`src/rtl/gate_test_sequencer.sv`:
```
// Walks every input vector of an N-input gate, holds each for a settle interval,
// then compares the gate output against EXP_TT and reports count, first failure and pass.
module gate_test_sequencer #(
  parameter int unsigned          N_IN          = 2,
  parameter int unsigned          SETTLE_CYCLES = 4,
  parameter logic [(2**N_IN)-1:0] EXP_TT        = 4'b1001
) (
  input  logic            clk,
  input  logic            rst,
  input  logic            start,
  input  logic            abort,
  input  logic            stop_on_fail,
  input  logic            dut_out,
  output logic [N_IN-1:0] in_vec,
  output logic            busy,
  output logic            done,
  output logic            pass,
  output logic [N_IN:0]   err_count,
  output logic [N_IN-1:0] first_fail_vec,
  output logic            fail_valid
);

  localparam int unsigned VEC_W = N_IN;
  localparam int unsigned ERR_W = N_IN + 1;
  localparam int unsigned CNT_W = $clog2(SETTLE_CYCLES + 1);
  localparam logic [VEC_W-1:0] LAST_VEC = '1;
  localparam logic [CNT_W-1:0] CNT_LAST = CNT_W'(SETTLE_CYCLES - 1);

  typedef enum logic [1:0] {
    ST_IDLE   = 2'd0,
    ST_SETTLE = 2'd1,
    ST_CHECK  = 2'd2,
    ST_DONE   = 2'd3
  } state_e;

  state_e            state_q, state_d;
  logic [CNT_W-1:0]  cnt_q, cnt_d;
  logic [VEC_W-1:0]  in_vec_q, in_vec_d;
  logic              busy_q, busy_d;
  logic              done_q, done_d;
  logic              pass_q, pass_d;
  logic [ERR_W-1:0]  err_count_q, err_count_d;
  logic [VEC_W-1:0]  first_fail_vec_q, first_fail_vec_d;
  logic              fail_valid_q, fail_valid_d;
  logic              mismatch_c;

  // State and result registers
  always_ff @(posedge clk) begin
    if (rst) begin
      state_q          <= ST_IDLE;
      cnt_q            <= '0;
      in_vec_q         <= '0;
      busy_q           <= 1'b0;
      done_q           <= 1'b0;
      pass_q           <= 1'b0;
      err_count_q      <= '0;
      first_fail_vec_q <= '0;
      fail_valid_q     <= 1'b0;
    end else begin
      state_q          <= state_d;
      cnt_q            <= cnt_d;
      in_vec_q         <= in_vec_d;
      busy_q           <= busy_d;
      done_q           <= done_d;
      pass_q           <= pass_d;
      err_count_q      <= err_count_d;
      first_fail_vec_q <= first_fail_vec_d;
      fail_valid_q     <= fail_valid_d;
    end
  end

  // Next-state and result update
  always_comb begin
    state_d          = state_q;
    cnt_d            = cnt_q;
    in_vec_d         = in_vec_q;
    busy_d           = busy_q;
    done_d           = done_q;
    pass_d           = pass_q;
    err_count_d      = err_count_q;
    first_fail_vec_d = first_fail_vec_q;
    fail_valid_d     = fail_valid_q;
    mismatch_c       = (dut_out != EXP_TT[in_vec_q]);

    case (state_q)
      ST_IDLE, ST_DONE: begin
        if (start) begin
          state_d          = ST_SETTLE;
          cnt_d            = '0;
          in_vec_d         = '0;
          busy_d           = 1'b1;
          done_d           = 1'b0;
          pass_d           = 1'b0;
          err_count_d      = '0;
          first_fail_vec_d = '0;
          fail_valid_d     = 1'b0;
        end
      end
      ST_SETTLE: begin
        if (abort) begin
          state_d = ST_IDLE;
          busy_d  = 1'b0;
        end else begin
          cnt_d = cnt_q + CNT_W'(1);
          if (cnt_q == CNT_LAST) begin
            state_d = ST_CHECK;
          end
        end
      end
      ST_CHECK: begin
        // Abort pre-empts the compare scheduled for this cycle
        if (abort) begin
          state_d = ST_IDLE;
          busy_d  = 1'b0;
        end else begin
          if (mismatch_c) begin
            err_count_d = err_count_q + ERR_W'(1);
            if (!fail_valid_q) begin
              first_fail_vec_d = in_vec_q;
              fail_valid_d     = 1'b1;
            end
          end
          if ((in_vec_q == LAST_VEC) || (mismatch_c && stop_on_fail)) begin
            state_d = ST_DONE;
            busy_d  = 1'b0;
            done_d  = 1'b1;
            pass_d  = (err_count_d == '0);
          end else begin
            state_d  = ST_SETTLE;
            in_vec_d = in_vec_q + VEC_W'(1);
            cnt_d    = '0;
          end
        end
      end
      default: state_d = ST_IDLE;
    endcase
  end

  assign in_vec         = in_vec_q;
  assign busy           = busy_q;
  assign done           = done_q;
  assign pass           = pass_q;
  assign err_count      = err_count_q;
  assign first_fail_vec = first_fail_vec_q;
  assign fail_valid     = fail_valid_q;

endmodule
```
`config.mk`:
```
export PLATFORM = sky130hd
export DESIGN_NAME = gate_test_sequencer
export DESIGN_NICKNAME = d
export VERILOG_FILES = /design/src/rtl/gate_test_sequencer.sv
export SDC_FILE = /design/constraint.sdc
export NUM_CORES = 1
export LEC_CHECK = 0
export BUFFER_PORTS_ARGS = -buffer_cell sky130_fd_sc_hd__buf_2
export CAP_MARGIN = 20
export CORE_MARGIN = 5
export CORE_UTILIZATION = 58
export CTS_BUF_LIST = sky130_fd_sc_hd__clkbuf_16
export DETAILED_ROUTE_END_ITERATION = 12
export HOLD_SLACK_MARGIN = 0.1
export PLACE_DENSITY_LB_ADDON = 0.3
export SLEW_MARGIN = 20
export SYNTH_ARGS = -nofsm -noshare
export SYNTH_HDL_FRONTEND = slang
export SYNTH_SLANG_ARGS = --single-unit
export TNS_END_PERCENT = 5
```
`constraint.sdc`:
```
create_clock -name clk -period 4.17 [get_ports clk]
set_input_delay 0.417 -clock clk [delete_from_list [all_inputs] [get_ports clk]]
set_output_delay 0.417 -clock clk [all_outputs]
set_load 0.05 [all_outputs]
```
==> reports/metrics.yaml <==
detailed_routing:
  drtIter0Drc: 39
  wl_per_cell_um: 15.94
  dr_total_vias: 985
  drc: 0
  postRouteAntennaNets: 0
  avgViaCountPerCell: 6.523
  dr.pass1.iters: 4
  wirelength_um: 2407
logic_synthesis:
  yosys.area.top_type: "dfxtp_1"
  synth-edff-count: 0
  synth_seq_area_share_pct: 31.80
  ys_top_cells_by_count: "16 x dfxtp_1, 8 x a21oi_1, 8 x inv_1"
  avgSynthCellArea_um2: 8.393
  ys_types: 42
  synth.most_common_cell: "dfxtp_1"
  synth_fp_nets: 133
  synth_warnings: 0
  synth_async_sr_flop_share_pct: 0
  synthFlopType: "dfxtp_1"
  ys_ff_latch: 16
  syn-cell-area_um2: 1007
  synth.top_cell.area_share_pct: 31.80
  ys_top_cells_by_area: "dfxtp_1 32%, ha_1 8.7%, a21oi_1 4.0%"
  synthCells: 120
place:
  placed_cells: 147
  place.gp.congestion: 0.8668
  hpwlAfterDp_um: 1743
  pre_cts_ws_ns: 2.114
  io_buffers: 16
sta:
  fin_crit_ns: 2.111
  worstMarginPinSlew_ns: 0.6472
  fin_ws_ns: 2.059
  slew_violations: 0
  tns_ns: 0
  setup_viol: 0
  hold_viol_final: 0
  fmax_ghz: 0.4737
  max_slew_margin_pct: 56.76
  finalCritPeriodShare_pct: 50.63
  rsz0062_at_grt: "false"
  finalClockSkew_ns: 0.001878
grt:
  grt_pass1_vias: 908
  grt_pass1_wl_um: 4022
  grt_overflow: 0
  grt.total_usage_pct: 20.05
  antenna_found_initial: 0
  grt_max_degree: 19
clocking:
  clk_latency_ns: 0.25
  clockRootBuffer: "clkbuf_16"
  clock_path_buffers: 2
  cts_buffers: 3
  cts_tree: "done"
  htreeDepth: 1
  ctsResizeCount: 0
  clkSinkCount: 16
  cts_hold_buf: 0
  clk_pin_slew_ns: 0.05
  postCtsSetupRepairBufs: 0
setup_path:
  worst-setup-path-type: "reg -> reg"
  reg2reg_depth: 5
  required_ns: 4.35
  startpoint_type: "flip-flop"
  path_cells: "ha_1 -> or2_1 -> nand3_2 -> or4_1 -> a21oi_1"
  cp.arrival_ns: 2.29
  reg2reg_slack_ns: 2.06
  timing.rr.start: "state_q[1]"
  crit_fanout: 18
  cp-end-kind: "flip-flop"
  r2r-end: "first_fail_vec[1]"
  slowest_stage: "ha_1"
  slowest_delay_ns: 0.56
die:
  coreArea_um2: 1689
  core.rowCount: 15
  io_pins: 17
  fp.dieArea_um2: 2670
  die_w_um: 51.67
  die_y_um: 51.67
  initial_core_util_pct: 59.63
layout:
  antenna_cells: 0
  area_growth_pct: 15.40
  final_nets: 148
  drive_above_1_share_pct: 18.66
  instances_no_fill: 151
flow_run:
  cap_viol_max_count: 0
hold_path:
  whs_path_depth: 2
  hold_path_class: "reg -> reg"
  hold_end: "first_fail_vec[0]"
  hp-start: "first_fail_vec[0]"
outcome:
  status: "finished clean"
pwr:
  pwr_density_cell_nw_per_um2: 354.1
  total_leakage_power_nw: 0.4670
  peakVddDrop_v: 0.0003431
where the power goes:
group / switching (mW) / internal, mW
Combinational: 0.0425 / 0.0195
Clock: 0.0615 / 0.127
Sequential: 0.00335 / 0.157
state kept, by name, indices dropped and copies added, names as in the netlist:
signal / count
cnt_q: 3
err_count: 3
first_fail_vec: 2
in_vec: 2
state_q: 2
busy: 1
done: 1
fail_valid: 1
pass: 1
layout by cell type, fill, tap and decap left out, types with 3 or more instances in the layout:
cell type  count
a21oi_1        8
a31oi_1        3
buf_2         16
clkbuf_16      3
dfxtp_1       16
ha_1           7
inv_1          8
nand2_1        6
nand2b_1       3
nand4_1        3
nor2_1         7
nor3_1         6
o21ai_0        5
o21ai_1        4
or4_1          3
worst max path at each step:
stage	start	to	depth (start not counted)
after floorplan	in_vec[1]	first_fail_vec[0]	5
after global placement	state_q[0]	busy	6
after detailed placement	state_q[0]	first_fail_vec[1]	6
after CTS	state_q[0]	first_fail_vec[1]	6
after global routing	state_q[0]	busy	6
final	state_q[1]	first_fail_vec[1]	5
per-stage QoR:
stage	hold slack [ns]	total power, mW	cell area [um^2]	utilization [%]
2_1_floorplan	0.4689	0.2097	1007	-
3_3_place_gp	0.4558	0.2236	1084	64.15
3_5_place_dp	0.4657	0.2254	1084	64.15
4_1_cts	0.4934	0.4124	1162	68.81
5_1_grt	0.5124	0.4297	1162	68.81
6_report	0.4899	0.4115	1162	68.81
logic make-up (layout without fill, tap and decap cells):
| group | Yosys count | after routing | synth area share [%] |
|---|---|---|---|
| AOI/OAI and AO/OA | 39 | 39 | 27.33 |
| xor gates and xnor gates | 3 | 3 | 3.355 |
| adders and majority gates | 7 | 7 | 8.695 |
| and+or+nand+nor | 40 | 40 | 22.36 |
| muxes | 1 | 1 | 0.9938 |
| buffers and inverters | 14 | 28 | 5.466 |
| DFF | 16 | 16 | 31.80 |
cell type report:
class | instances | area [um^2]
clock buffer | 3 | 75.07
clock inverter | 1 | 3.754
fill | 137 | 526.8
inverter | 8 | 30.03
multi-input combinational | 90 | 631.9
sequential | 16 | 320.3
tap | 17 | 21.27
timing repair buffer | 16 | 80.08
routing by layer:
layer  track usage (%)  wire length (um)
met1             23.76              1011
met2             33.05              1228
met3             6.590               120
met4             8.297                47
met5                 0                 0
critical path, delay by kind of cell (launching register included):
kind | cells | cell delay, ns
simple gates | 3 | 0.96
fa+ha+maj | 1 | 0.56
flops | 1 | 0.37
compound gates | 1 | 0.15
Note: power is estimated with default switching activity, not from simulation.
